## src/rtl/cmd_sequencer_pkg.sv

```systemverilog
// cmd_sequencer_pkg
//   Shared definitions for the command sequencer:
//   - sequencer FSM state encoding
//   - command word layout: opcode in [63:56], argument in [55:0]
//   - default count of legal opcodes
//   - op_legal(): opcode range check against NUM_OPS
package cmd_sequencer_pkg;

    localparam int unsigned CMD_W           = 64;
    localparam int unsigned OP_MSB          = 63;
    localparam int unsigned OP_LSB          = 56;
    localparam int unsigned ARG_MSB         = 55;
    localparam int unsigned ARG_LSB         = 0;
    localparam int unsigned OP_W            = OP_MSB - OP_LSB + 1;
    localparam int unsigned ARG_W           = ARG_MSB - ARG_LSB + 1;
    localparam int unsigned DEFAULT_NUM_OPS = 16;

    typedef enum logic [1:0] {
        ST_IDLE,
        ST_LOAD,
        ST_CHECK,
        ST_DISPATCH
    } state_e;

    function automatic logic op_legal(input logic [OP_W-1:0] opcode,
                                      input int unsigned     num_ops);
        return 32'(opcode) < num_ops;
    endfunction

endpackage

```

## src/rtl/cmd_fifo.sv

```systemverilog
// cmd_fifo
//   Synchronous FIFO holding captured command words. The head word is
//   presented combinationally on rd_data_o. Pointers carry one extra wrap
//   bit so full and empty are distinguishable without a counter.
// Ports:
//   clk_i, rst_ni   clock, asynchronous active-low reset
//   wr_en_i         write wr_data_i at the tail (caller guarantees room)
//   rd_en_i         pop the head (caller guarantees non-empty)
//   rd_data_o       current head word
//   full_o, empty_o occupancy flags
module cmd_fifo
    import cmd_sequencer_pkg::*;
#(
    parameter int unsigned DEPTH = 4,
    parameter int unsigned WIDTH = CMD_W
) (
    input  logic             clk_i,
    input  logic             rst_ni,
    input  logic             wr_en_i,
    input  logic [WIDTH-1:0] wr_data_i,
    input  logic             rd_en_i,
    output logic [WIDTH-1:0] rd_data_o,
    output logic             full_o,
    output logic             empty_o
);

    localparam int unsigned AW      = $clog2(DEPTH);
    localparam logic [AW:0] PTR_ONE = 1;

    logic [AW:0]      wr_ptr_q, wr_ptr_d;
    logic [AW:0]      rd_ptr_q, rd_ptr_d;
    logic [WIDTH-1:0] mem_q [DEPTH];

    always_comb begin
        wr_ptr_d = wr_ptr_q;
        rd_ptr_d = rd_ptr_q;
        if (wr_en_i) wr_ptr_d = wr_ptr_q + PTR_ONE;
        if (rd_en_i) rd_ptr_d = rd_ptr_q + PTR_ONE;
    end

    always_ff @(posedge clk_i or negedge rst_ni) begin
        if (!rst_ni) begin
            wr_ptr_q <= '0;
            rd_ptr_q <= '0;
        end else begin
            wr_ptr_q <= wr_ptr_d;
            rd_ptr_q <= rd_ptr_d;
        end
    end

    always_ff @(posedge clk_i) begin
        if (wr_en_i) mem_q[wr_ptr_q[AW-1:0]] <= wr_data_i;
    end

    assign rd_data_o = mem_q[rd_ptr_q[AW-1:0]];
    assign empty_o   = (wr_ptr_q == rd_ptr_q);
    assign full_o    = (wr_ptr_q[AW] != rd_ptr_q[AW]) &&
                       (wr_ptr_q[AW-1:0] == rd_ptr_q[AW-1:0]);

endmodule

```

## src/rtl/cmd_sequencer.sv

```systemverilog
// cmd_sequencer
//   Captures 64-bit command words on a rising edge of cmd_rdy, buffers them
//   in cmd_fifo, range-checks the opcode and dispatches op/arg with an
//   op_valid/op_ack handshake. Sticky error flags report overflow drops,
//   illegal opcodes and (optionally) acknowledge timeouts.
// Configuration:
//   CMD_SEQ_TIMEOUT_EN  when defined, DISPATCH gives up after ACK_TIMEOUT
//                       cycles (ACK_TIMEOUT >= 1) without op_ack and sets
//                       err_to; otherwise DISPATCH waits forever and
//                       err_to is 0.
// Ports:
//   clk, rst_n        clock, asynchronous active-low reset
//   cmd, cmd_rdy      command word and receiver "word complete" level
//   op, arg, op_valid dispatched opcode/argument and request
//   op_ack            downstream acknowledge
//   busy              FIFO non-empty or FSM not idle
//   err_ovf/op/to     sticky error flags, cleared by err_clr pulse
module cmd_sequencer
    import cmd_sequencer_pkg::*;
#(
    parameter int unsigned FIFO_DEPTH  = 4,
    parameter int unsigned NUM_OPS     = DEFAULT_NUM_OPS,
    parameter int unsigned ACK_TIMEOUT = 255
) (
    input  logic             clk,
    input  logic             rst_n,
    input  logic [CMD_W-1:0] cmd,
    input  logic             cmd_rdy,
    output logic [OP_W-1:0]  op,
    output logic [ARG_W-1:0] arg,
    output logic             op_valid,
    input  logic             op_ack,
    output logic             busy,
    output logic             err_ovf,
    output logic             err_op,
    output logic             err_to,
    input  logic             err_clr
);

    logic             rdy_q, armed_q;
    logic             capture, fifo_wr, fifo_rd, fifo_full, fifo_empty;
    logic [CMD_W-1:0] fifo_head;
    state_e           state_q;
    logic [OP_W-1:0]  op_q;
    logic [ARG_W-1:0] arg_q;
    logic             valid_q, err_ovf_q, err_op_q;
    logic             ovf_set, op_set, to_set;

    // armed_q stays low after reset until cmd_rdy has been seen low, so a
    // level already high at reset release does not count as a new word.
    assign capture = cmd_rdy & ~rdy_q & armed_q;
    assign fifo_rd = (state_q == ST_LOAD);
    // A pop on the same edge frees a slot, so a full FIFO still accepts.
    assign fifo_wr = capture & (~fifo_full | fifo_rd);
    assign ovf_set = capture & fifo_full & ~fifo_rd;
    assign op_set  = (state_q == ST_CHECK) && !op_legal(op_q, NUM_OPS);

    cmd_fifo #(
        .DEPTH (FIFO_DEPTH),
        .WIDTH (CMD_W)
    ) u_fifo (
        .clk_i     (clk),
        .rst_ni    (rst_n),
        .wr_en_i   (fifo_wr),
        .wr_data_i (cmd),
        .rd_en_i   (fifo_rd),
        .rd_data_o (fifo_head),
        .full_o    (fifo_full),
        .empty_o   (fifo_empty)
    );

`ifdef CMD_SEQ_TIMEOUT_EN
    localparam int unsigned     TO_W    = $clog2(ACK_TIMEOUT + 1);
    localparam logic [TO_W-1:0] TO_LAST = TO_W'(ACK_TIMEOUT - 1);
    localparam logic [TO_W-1:0] TO_ONE  = TO_W'(1);

    logic [TO_W-1:0] to_cnt_q;
    logic            err_to_q;

    // Counter equals the number of DISPATCH cycles already spent.
    assign to_set = (state_q == ST_DISPATCH) && !op_ack && (to_cnt_q == TO_LAST);

    always_ff @(posedge clk or negedge rst_n) begin
        if (!rst_n) begin
            to_cnt_q <= '0;
            err_to_q <= 1'b0;
        end else begin
            if (state_q == ST_CHECK)         to_cnt_q <= '0;
            else if (state_q == ST_DISPATCH) to_cnt_q <= to_cnt_q + TO_ONE;
            err_to_q <= err_clr ? 1'b0 : (err_to_q | to_set);
        end
    end

    assign err_to = err_to_q;
`else
    // ACK_TIMEOUT has no effect in this build.
    logic unused_ack_timeout;
    assign unused_ack_timeout = (ACK_TIMEOUT == 0);
    assign to_set = 1'b0;
    assign err_to = 1'b0;
`endif

    always_ff @(posedge clk or negedge rst_n) begin
        if (!rst_n) begin
            rdy_q     <= 1'b0;
            armed_q   <= 1'b0;
            state_q   <= ST_IDLE;
            op_q      <= '0;
            arg_q     <= '0;
            valid_q   <= 1'b0;
            err_ovf_q <= 1'b0;
            err_op_q  <= 1'b0;
        end else begin
            rdy_q     <= cmd_rdy;
            armed_q   <= armed_q | ~cmd_rdy;
            err_ovf_q <= err_clr ? 1'b0 : (err_ovf_q | ovf_set);
            err_op_q  <= err_clr ? 1'b0 : (err_op_q | op_set);
            case (state_q)
                ST_IDLE: begin
                    if (!fifo_empty) state_q <= ST_LOAD;
                end
                ST_LOAD: begin
                    op_q    <= fifo_head[OP_MSB:OP_LSB];
                    arg_q   <= fifo_head[ARG_MSB:ARG_LSB];
                    state_q <= ST_CHECK;
                end
                ST_CHECK: begin
                    if (op_legal(op_q, NUM_OPS)) begin
                        valid_q <= 1'b1;
                        state_q <= ST_DISPATCH;
                    end else begin
                        state_q <= ST_IDLE;
                    end
                end
                ST_DISPATCH: begin
                    if (op_ack || to_set) begin
                        valid_q <= 1'b0;
                        state_q <= ST_IDLE;
                    end
                end
                default: state_q <= ST_IDLE;
            endcase
        end
    end

    assign op       = op_q;
    assign arg      = arg_q;
    assign op_valid = valid_q;
    assign err_ovf  = err_ovf_q;
    assign err_op   = err_op_q;
    assign busy     = !fifo_empty || (state_q != ST_IDLE);

endmodule
```

## config.mk

```make
export PLATFORM = sky130hd
export DESIGN_NAME = cmd_sequencer
export DESIGN_NICKNAME = d
export VERILOG_FILES = /design/src/rtl/cmd_sequencer_pkg.sv /design/src/rtl/cmd_fifo.sv /design/src/rtl/cmd_sequencer.sv
export SDC_FILE = /design/constraint.sdc
export NUM_CORES = 1
export LEC_CHECK = 0
export ABC_CLOCK_PERIOD_IN_PS = 7900
export CAP_MARGIN = 25
export CELL_PAD_IN_SITES_DETAIL_PLACEMENT = 2
export CELL_PAD_IN_SITES_GLOBAL_PLACEMENT = 2
export CORE_MARGIN = 4
export CORE_UTILIZATION = 45
export CTS_CLUSTER_DIAMETER = 120
export CTS_CLUSTER_SIZE = 16
export DETAILED_ROUTE_END_ITERATION = 8
export HOLD_SLACK_MARGIN = 0.05
export PLACE_DENSITY_LB_ADDON = 0.2
export SLEW_MARGIN = 10
export SYNTH_ARGS = -nofsm -noshare
export SYNTH_HDL_FRONTEND = slang
export SYNTH_SLANG_ARGS = --single-unit
```

## constraint.sdc

```tcl
create_clock -name clk -period 7.9 [get_ports clk]
set_input_delay 0.79 -clock clk [delete_from_list [all_inputs] [get_ports clk]]
set_output_delay 0.79 -clock clk [all_outputs]
set_load 0.01 [all_outputs]
```

==> qor.csv, run 1 <==
stage,metric,value,unit
worst_setup_path,"Arr. time, crit path",2.66,ns
cts,clock tree buffer depth,3,
sta,Tcrit/Tclk final,0.436,
pwr,Clock power frac,0.221,
sta,final hold vios,0,
worst_setup_path,R2R depth,4,
sta,worst-margin pin slew,1.03,ns
sta,Final Setup Violations,0,
sta,Slew headroom,0.314,
flow_run,Max Cap Violations,0,
placement,gp weighted congestion,0.698,
pwr,leakage power,5.29,nW
finish,area grow syn2layout,20.1,%
cts,CTS sink count,333,
sta,Max Freq,290,MHz
drt,final wirelength,30200,um
drt,initial drt markers,396,
pwr,Internal,3.63,mW
cts,Clock Latency Late Sink,0.53,ns
die,overall die width,173,um
logic_synthesis,"flops & latches, synth",333,
pwr,Gate power share,0.296,
die,Ports,138,
worst_setup_path,CP Max Fanout,67,
die,core area,0.0269,mm2
pwr,Worst VDD drop,0.000172,V
cts,post-CTS setup buffers,0,
worst_setup_path,reg2reg end,u_fifo.mem_q[1][20],
logic_synthesis,Synth Warn #,0,
logic_synthesis,Synth cell types,27,
worst_setup_path,critical path launch point type,register,
finish,nets@finish,880,
logic_synthesis,Post-Syn Area per Cell,18.4,um2
worst_setup_path,CP Class,register to output port,
drt,routed vias,6346,
pwr,Switching Share,0.313,
status,status,completed,
drt,Vias/cell,5.45,
logic_synthesis,"Seq/Total Area, Yosys",0.785,
worst_setup_path,Setup crit end kind,output port,
global_route,first-pass GRT wire length,45800,um
sta,RSZ-0062 raised after global routing,no,
cts,CTS root buffer,clkbuf_16,
die,FP Rows,60,
finish,# diodes,0,
die,area of the die,0.0299,mm2
logic_synthesis,ys async rst share,0.231,
worst_setup_path,reg2reg setup slack,4.86,ns
logic_synthesis,Syn Std Cell Area,0.0122,mm2
pwr,total power,5.28,mW
global_route,vias in the first global route,7228,
min_path,Worst Hold Class,input pin to async pin,
cts,TritonCTS Buffers,24,
pwr,P_sw,1.65,mW
placement,port buffer count,136,
sta,total negative slack,0,ns
global_route,gr usage total,0.199,
logic_synthesis,count of flip-flops with a built-in enable after synthesis,256,
sta,Final min period,3.45,ns
drt,DR pass1 iterations,4,
placement,dpl hpwl,18300,um
logic_synthesis,Post-synth top cells,"edfxtp_1, nand2_1, dfrtp_1",
sta,max-slew violation count,0,
pwr,Cell Pwr Density,359,mW/mm2
worst_setup_path,CP required,7.11,ns
worst_setup_path,worst r2r src,state_q[0],
logic_synthesis,Synth area leaders,"edfxtp_1, dfrtp_1, mux4_2, nand2_1, ha_1",
drt,post-route ant nets,0,
logic_synthesis,Synth Flop Type,edfxtp_1,
logic_synthesis,leading area contributor after synthesis,edfxtp_1,
cts,Clock transition at path regs,0.07,ns
cts,CTS Hold Bufs,0,
logic_synthesis,"count leader, synth",edfxtp_1,
drt,DR WL/cell,26.0,um
pwr,Seq pwr share,0.483,
global_route,total global routing overflow,0,
cts,PostCTS Resize Cnt,0,
logic_synthesis,Syn Nets,741,
cts,CTS HTree Levels,1,
die,initial core utilization,0.455,
logic_synthesis,top cell type's share of synthesized area,0.628,
logic_synthesis,Mapped Cells,667,
global_route,largest net degree at the start of global routing,70,
sta,Clock Skew,0.00962,ns
drt,DRC Markers,0,
global_route,initial antenna violation count,0,
finish,fraction of layout cells with a size suffix above 1,0.129,
die,die height,173,um
cts,CTS tree,built,
[registers in the layout, summed over array words and instances (netlist names), 2 cells and up]
signal and cells:
state_q 2, u_fifo.mem_q 256, op 8, u_fifo.rd_ptr_q 3, arg 56, u_fifo.wr_ptr_q 3
[worst max-delay path by stage]
stage,startpoint,slack (ns),cells after the start,end
3_3_place_gp,cmd_rdy,4.82,4,u_fifo.mem_q[3][18]
3_5_place_dp,cmd_rdy,4.68,4,u_fifo.mem_q[0][16]
2_1_floorplan,cmd_rdy,4.71,3,u_fifo.mem_q[0][0]
6_report,u_fifo.rd_ptr_q[1],4.45,4,busy
4_1_cts,u_fifo.rd_ptr_q[1],4.38,4,busy
5_1_grt,u_fifo.rd_ptr_q[1],4.30,4,busy
[power by group through the flow]
| stage | clock, mW | sequential (mW) | combinational, mW |
|---|---|---|---|
| CTS | 1.19 | 2.56 | 1.59 |
| floorplan | 0 | 2.49 | 0.917 |
| global route | 1.29 | 2.60 | 1.70 |
| global placement | 0 | 2.54 | 1.48 |
| detailed placement | 0 | 2.60 | 1.57 |
| finish | 1.17 | 2.55 | 1.56 |
[area by class of cell]
class | count | area [um2]
fillers | 2335 | 12200
well taps | 341 | 427
clock inverters | 1 | 5.00
flip-flops and latches | 333 | 9620
multi-input cells | 301 | 2490
inverters | 4 | 15.0
repair buffers | 142 | 1440
clock buffers | 43 | 693
[metal layers]
metal,wire (um),vias up,part of all wire,global-route usage
li1,-,2750,-,-
met1,12400,3408,0.41,0.259
met2,16100,149,0.53,0.359
met3,1100,39,0.036,0.0280
met4,585,0,0.019,0.0462
met5,0,-,0,0
[per-stage QoR]
step	std cells	hold WS [ns]	instance area, um2	util	worst slack (ns)
after floorplan	667	0.426	12200	-	4.71
after global placement	1119	0.448	13900	0.519	4.82
after detailed placement	1119	0.448	13900	0.519	4.68
after CTS	1163	0.129	14600	0.545	4.38
after global routing	1165	0.132	14700	0.547	4.30
final	1165	0.144	14700	0.547	4.45
[logic make-up after synthesis]
family | share of synthesized area
compound gates | 0.00399
xor+xnor | 0.00501
fa+ha+maj | 0.00511
buf+inv | 0.0125
flops | 0.785
mux | 0.119
other cells | 0.000306
simple gates | 0.0682
[layout by cell type (no fill, tap or decap), types with 2 or more instances in the layout]
cell,count
dfrtp_4,2
edfxtp_1,256
nand2_1,197
clkbuf_16,25
a31oi_1,3
buf_16,2
xor2_1,4
inv_1,4
and2_4,4
ha_1,5
dfrtp_1,75
clkbuf_1,18
xnor2_1,3
mux4_2,64
buf_4,5
nor2_1,8
clkdlybuf4s50_1,135
o21ai_1,2
[critical path, stage by stage, from the launching register on]
cell	delay, ns
dfrtp_4	1.09
xor2_1	0.21
nor2_1	0.22
nand3_1	0.10
clkdlybuf4s50_1	0.50
No activity file was read; power rests on OpenSTA's default activity.
==> run 2, diff against run 1 <==
--- a/config.mk
+++ b/config.mk
@@ -5,12 +5,12 @@
 export SDC_FILE = /design/constraint.sdc
 export NUM_CORES = 1
 export LEC_CHECK = 0
-export ABC_CLOCK_PERIOD_IN_PS = 7900
+export ABC_CLOCK_PERIOD_IN_PS = 2800
 export CAP_MARGIN = 25
 export CELL_PAD_IN_SITES_DETAIL_PLACEMENT = 2
 export CELL_PAD_IN_SITES_GLOBAL_PLACEMENT = 2
 export CORE_MARGIN = 4
-export CORE_UTILIZATION = 45
+export CORE_UTILIZATION = 38
 export CTS_CLUSTER_DIAMETER = 120
 export CTS_CLUSTER_SIZE = 16
 export DETAILED_ROUTE_END_ITERATION = 8
==> constraint.sdc (replaced) <==
create_clock -name clk -period 2.8 [get_ports clk]
set_input_delay 0.28 -clock clk [delete_from_list [all_inputs] [get_ports clk]]
set_output_delay 0.28 -clock clk [all_outputs]
set_load 0.01 [all_outputs]
==> run 2 against run 1 <==
Largest cell class unchanged. Critical path type unchanged. Register-to-register slack worse by 4.2 ns. Clock skew hardly changed. Critical path depth stayed put. Final cell count is 5.8% higher. Total power grew to 2.8 times the previous value. Combinational power grew to 3.0 times the previous value. Sequential share of layout area is 0.75 points lower. Flip-flop and latch count stayed put. Clock power grew to 2.8 times the previous value.
==> qor.csv, run 2 (same netlist as run 1, synthesis figures left out) <==
stage,metric,value,unit,change
pwr,Switching Share,0.306,,-0.00657
sta,Tcrit/Tclk final,0.831,,
placement,placed insts,1188,,+6.2%
global_route,gr usage total,0.161,,-0.0384
sta,Final min period,2.33,ns,
cts,CTS sink count,333,,unchanged
sta,Clock Skew,0.00914,ns,-0.000481 ns
sta,total negative slack,0,ns,unchanged
placement,gp weighted congestion,0.683,,-2.1%
cts,CTS tree,built,,
min_path,Worst Hold Class,input pin to register,,
global_route,first-pass GRT wire length,44500,um,-2.9%
worst_setup_path,"Arr. time, crit path",2.05,ns,-0.61 ns
finish,max FFs per register,256,,unchanged
worst_setup_path,critical path launch point type,register,,
sta,Slew headroom,0.316,,+0.00295
finish,# diodes,0,,unchanged
drt,post-route ant nets,0,,unchanged
sta,RSZ-0062 raised after global routing,no,,
finish,"commonest non-fill, non-tap cell in the layout",edfxtp_1,,
sta,hold slack,0.268,ns,+0.124 ns
worst_setup_path,CP required,2.52,ns,-4.59 ns
finish,design area,0.0149,mm2,+1.2%
placement,port buffer count,136,,unchanged
pwr,Cell Pwr Density,997,mW/mm2,+180%
worst_setup_path,CP Class,register to output port,,
placement,dpl cell area,0.0142,mm2,+1.6%
flow_run,Max Cap Violations,0,,unchanged
status,status,completed,,
die,area of the die,0.0351,mm2,+18%
sta,worst-margin pin slew,1.03,ns,-0.00443 ns
die,FP Rows,65,,+8.3%
cts,TritonCTS Buffers,24,,unchanged
finish,fraction of layout cells with a size suffix above 1,0.135,,+0.00614
cts,Clock transition at path regs,0.07,ns,about the same
cts,clock tree buffer depth,3,,unchanged
die,initial core utilization,0.387,,-0.0685
cts,CTS HTree Levels,1,,unchanged
pwr,Worst VDD drop,0.000486,V,+180%
die,core area,0.0316,mm2,+18%
placement,dpl hpwl,17200,um,-6.3%
pwr,Gate power share,0.319,,+0.023
global_route,largest net degree at the start of global routing,69,,-1.4%
finish,area grow syn2layout,21.5,%,
finish,"commonest cells after routing, fill and taps aside","edfxtp_1, nand2_1, clkdlybuf4s50_1, dfrtp_1, mux4_2",,
die,overall die width,187,um,+8.4%
finish,nets@finish,887,,+0.80%
worst_setup_path,CP Max Fanout,3,,-96%
drt,initial drt markers,348,,-12%
drt,DR WL/cell,22.9,um,-12%
drt,DR pass1 iterations,5,,+1
pwr,Clock power frac,0.221,,about the same
finish,Non-Filler Instances,1233,,+5.8%
sta,Max Freq,430,MHz,
die,die height,187,um,+8.4%
cts,Clock Latency Late Sink,0.52,ns,about the same
worst_setup_path,Setup crit end kind,output port,,
sta,final hold vios,0,,unchanged
pwr,P_sw,4.54,mW,+170%
sta,Final Setup Violations,0,,unchanged
cts,CTS root buffer,clkbuf_16,,
sta,max-slew violation count,0,,unchanged
global_route,initial antenna violation count,1,,+1
drt,final wirelength,28300,um,-6.5%
pwr,Seq pwr share,0.460,,-0.023
drt,Vias/cell,5.09,,-6.6%
global_route,vias in the first global route,7357,,+1.8%
die,Ports,138,,unchanged
pwr,Internal,10.3,mW,+180%
drt,routed vias,6272,,-1.2%
global_route,total global routing overflow,0,,unchanged
pwr,leakage power,5.34,nW,+0.90%
drt,DRC Markers,0,,unchanged
[run 2: changes by cell type in the layout (fill, tap and decap cells not counted)]
cell           change
buf_12             +6
nand2_2            -1
buf_4              +2
dlygate4sd3_1      +1
nand2_4            +1
buf_16             -2
[run 2: what timing repair did]
item | 4_1_cts | 5_1_grt
buffers inserted | 0 | 0
gates resized for setup | 0 | 0
hold endpoints to repair | 57 | 0
hold buffers | 1 | 0
[run 2: final cells by class]
class | count | area (um2)
fillers | 2897 | 16800
flip-flops and latches | 333 | 9620
multi-input cells | 301 | 2500
repair buffers | 149 | 1530
clock buffers | 43 | 693
well taps | 402 | 503
inverters | 4 | 15.0
clock inverters | 1 | 5.00
[run 2: path summary, 6_finish.rpt]
kind	cells after the start	start	endpoint	slack [ns]
max	4	u_fifo.rd_ptr_q[0]	busy	0.47
min	1	cmd_rdy	rdy_q	0.27
max reg2reg	4	u_fifo.wr_ptr_q[2]	u_fifo.mem_q[0][2]	0.63
min reg2reg	1	armed_q	armed_q	0.46
max in group asynchronous	3	rst_n	arg[34]	1.61
min in group asynchronous	2	rst_n	arg[41]	0.43
[run 2: through the flow]
step	setup WS, ns	util	power (mW)
final	0.474	0.470	14.8
after detailed placement	0.351	0.448	11.8
after global routing	0.332	0.470	15.7
after global placement	0.425	0.448	11.5
after CTS	0.432	0.470	15.1
after floorplan	0.592	-	9.59
[run 2: power by group through the flow]
stage	Sequential, mW	Clock [mW]	Combinational (mW)
5_1_grt	6.93	3.61	5.20
6_report	6.82	3.28	4.72
4_1_cts	6.85	3.40	4.88
2_1_floorplan	7.00	0	2.59
3_3_place_gp	6.85	0	4.68
3_5_place_dp	6.95	0	4.85
[run 2: worst max-delay path: stages (launching register included)]
cell and delay [ns]:
dfrtp_4 0.50, xor2_1 0.18, nor2_1 0.20, nand3_1 0.13, clkdlybuf4s50_1 0.51
[run 2: routing by layer]
metal	vias up	routed length, um	global-route usage
met3	17	1090	0.0286
met2	116	15100	0.296
li1	2763	-	-
met1	3374	11800	0.203
met5	-	13	0
met4	2	271	0.0265
==> run 3, diff against run 2 <==
--- a/config.mk
+++ b/config.mk
@@ -5,7 +5,7 @@
 export SDC_FILE = /design/constraint.sdc
 export NUM_CORES = 1
 export LEC_CHECK = 0
-export ABC_CLOCK_PERIOD_IN_PS = 2800
+export ABC_CLOCK_PERIOD_IN_PS = 1900
 export CAP_MARGIN = 25
 export CELL_PAD_IN_SITES_DETAIL_PLACEMENT = 2
 export CELL_PAD_IN_SITES_GLOBAL_PLACEMENT = 2
==> constraint.sdc (replaced) <==
create_clock -name clk -period 1.9 [get_ports clk]
set_input_delay 0.19 -clock clk [delete_from_list [all_inputs] [get_ports clk]]
set_output_delay 0.19 -clock clk [all_outputs]
set_load 0.01 [all_outputs]
==> run 3 against run 2 <==
Flip-flop and latch count is the same. The run now ends with negative setup slack left. Hold slack lost 0.12 ns. Clock-buffer cell count shrank 1. Non-clock buffer count grew 28.
==> qor.csv, run 3 (same netlist as run 1, synthesis figures left out) <==
stage,metric,value,unit,change
sta,Final Setup Violations,55,,+55
sta,max-slew violation count,0,,unchanged
flow_run,Max Cap Violations,0,,unchanged
finish,Finished Core Util,0.487,,+0.0168
die,overall die width,187,um,unchanged
finish,nets@finish,916,,+3.3%
placement,gp weighted congestion,0.701,,+2.7%
global_route,largest net degree at the start of global routing,69,,unchanged
cts,CTS tree,built,,
finish,area grow syn2layout,25.8,%,
global_route,GR Util met3,0.0256,,-0.00299
cts,CTS root buffer,clkbuf_16,,
sta,Tcrit/Tclk final,1.01,,
sta,worst-margin pin slew,0.513,ns,-0.512 ns
cts,CTS sink count,333,,unchanged
finish,Non-Filler Instances,1262,,+2.4%
cts,Clock Latency Late Sink,0.54,ns,+0.02 ns
global_route,Most Crowded Layer GR,met2,,
global_route,initial antenna violation count,0,,-1
pwr,Cell Pwr Density,1460,mW/mm2,+47%
drt,DRC Markers,0,,unchanged
placement,dpl hpwl,18400,um,+7.0%
global_route,vias in the first global route,7380,,+0.31%
pwr,Worst VDD drop,0.00116,V,+140%
worst_setup_path,"Arr. time, crit path",2.32,ns,+0.27 ns
drt,routed vias,6385,,+1.8%
die,Ports,138,,unchanged
drt,DR pass1 iterations,5,,unchanged
sta,Max Freq,522,MHz,
drt,final wirelength,30800,um,+9.0%
die,FP Rows,65,,unchanged
drt,Vias/cell,5.06,,-0.54%
drt,post-route ant nets,0,,unchanged
placement,port buffer count,136,,unchanged
pwr,leakage power,5.58,nW,+4.5%
sta,Final min period,1.92,ns,
status,violated checks,negative setup slack,,
die,core area,0.0316,mm2,unchanged
worst_setup_path,Setup crit end kind,register,,
worst_setup_path,critical path launch point type,register,,
cts,Clock transition at path regs,0.08,ns,about the same
die,area of the die,0.0351,mm2,unchanged
sta,final hold vios,0,,unchanged
finish,max FFs per register,256,,unchanged
status,status,"complete, but fails checks",,
drt,DR WL/cell,24.4,um,+6.5%
global_route,gr usage total,0.164,,+0.00345
pwr,total power,22.5,mW,+52%
cts,clock tree buffer depth,3,,unchanged
sta,Clock Skew,0.0202,ns,+0.0111 ns
sta,Slew headroom,0.658,,+0.341
drt,initial drt markers,425,,+22%
global_route,routing usage on met2,0.299,,+0.00266
finish,"commonest cells after routing, fill and taps aside","edfxtp_1, nand2_1, clkdlybuf4s50_1, dfrtp_1, mux4_2",,
global_route,first-pass GRT wire length,45200,um,+1.6%
placement,placed insts,1199,,+0.93%
finish,fraction of layout cells with a size suffix above 1,0.172,,+0.0373
sta,RSZ-0062 raised after global routing,yes,,
die,die height,187,um,unchanged
placement,dpl cell area,0.0143,mm2,+1.2%
cts,TritonCTS Buffers,24,,unchanged
finish,# diodes,0,,unchanged
worst_setup_path,CP required,2.30,ns,-0.22 ns
die,initial core utilization,0.387,,unchanged
sta,final worst slack,-0.0166,ns,-0.491 ns
worst_setup_path,CP Class,register to register,,
global_route,total global routing overflow,0,,unchanged
global_route,grt met1 use,0.214,,+0.0107
min_path,Worst Hold Class,input pin to async pin,,
finish,design area,0.0154,mm2,+3.6%
finish,"commonest non-fill, non-tap cell in the layout",edfxtp_1,,
cts,CTS HTree Levels,1,,unchanged
worst_setup_path,CP Max Fanout,13,,+10
-- run 3: repair_timing --
item | in CTS | in global routing
hold endpoints to repair | 54 | 0
buffers inserted | 3 | 0
gates resized for setup | 7 | 12
gates cloned | 1 | 14
endpoints found under the setup margin | 87 | 200
pin swaps | 5 | 2
hold buffers | 1 | 0
-- run 3: path summary, 6_finish.rpt --
check | startpoint | cells past startpoint | end | slack, ns
max reg2reg | u_fifo.rd_ptr_q[0] | 6 | u_fifo.wr_ptr_q[2] | -0.02
min in group clk | err_clr | 2 | err_ovf | 0.26
min | rst_n | 2 | arg[51] | 0.15
max in group asynchronous | rst_n | 3 | arg[52] | 1.02
min reg2reg | armed_q | 1 | armed_q | 0.48
max | u_fifo.rd_ptr_q[0] | 6 | u_fifo.wr_ptr_q[2] | -0.02
-- run 3: layout make-up --
class	count	area (um2)
sequential	333	9620
fill	2837	16200
multi-input combinational	302	2530
inverter	4	15.0
clock buffer	42	668
timing repair buffer	177	2040
tap	402	503
clock inverter	2	21.3
-- run 3: routing by layer --
metal	vias up	routed length, um
li1	2827	-
met1	3390	13100
met3	24	1290
met2	144	16000
met4	0	414
met5	-	0
-- run 3: where the power goes --
group	switching [mW]	total [mW]	internal [mW]
Combinational	3.92	7.69	3.77
Sequential	0.695	10.0	9.35
Clock	2.40	4.80	2.40
Total	7.01	22.5	15.5
-- run 3: worst max-delay path, stage by stage, from the launching register on --
cell     delay, ns
dfrtp_4       0.52
xor2_2        0.16
o41a_1        0.43
buf_6         0.16
and2_4        0.20
buf_12        0.17
xor2_1        0.15
-- run 3: per-stage QoR --
| step | TNS, ns | hold WS [ns] | setup WS, ns |
|---|---|---|---|
| 6_report | -0.410 | 0.148 | -0.0166 |
| 5_1_grt | -6.25 | 0.164 | -0.0811 |
| 4_1_cts | -0.0227 | 0.126 | -0.00927 |
| 3_5_place_dp | -45.92 | 0.144 | -0.220 |
| 3_3_place_gp | -25.32 | 0.130 | -0.132 |
| 2_1_floorplan | -59.07 | -0.106 | -0.308 |
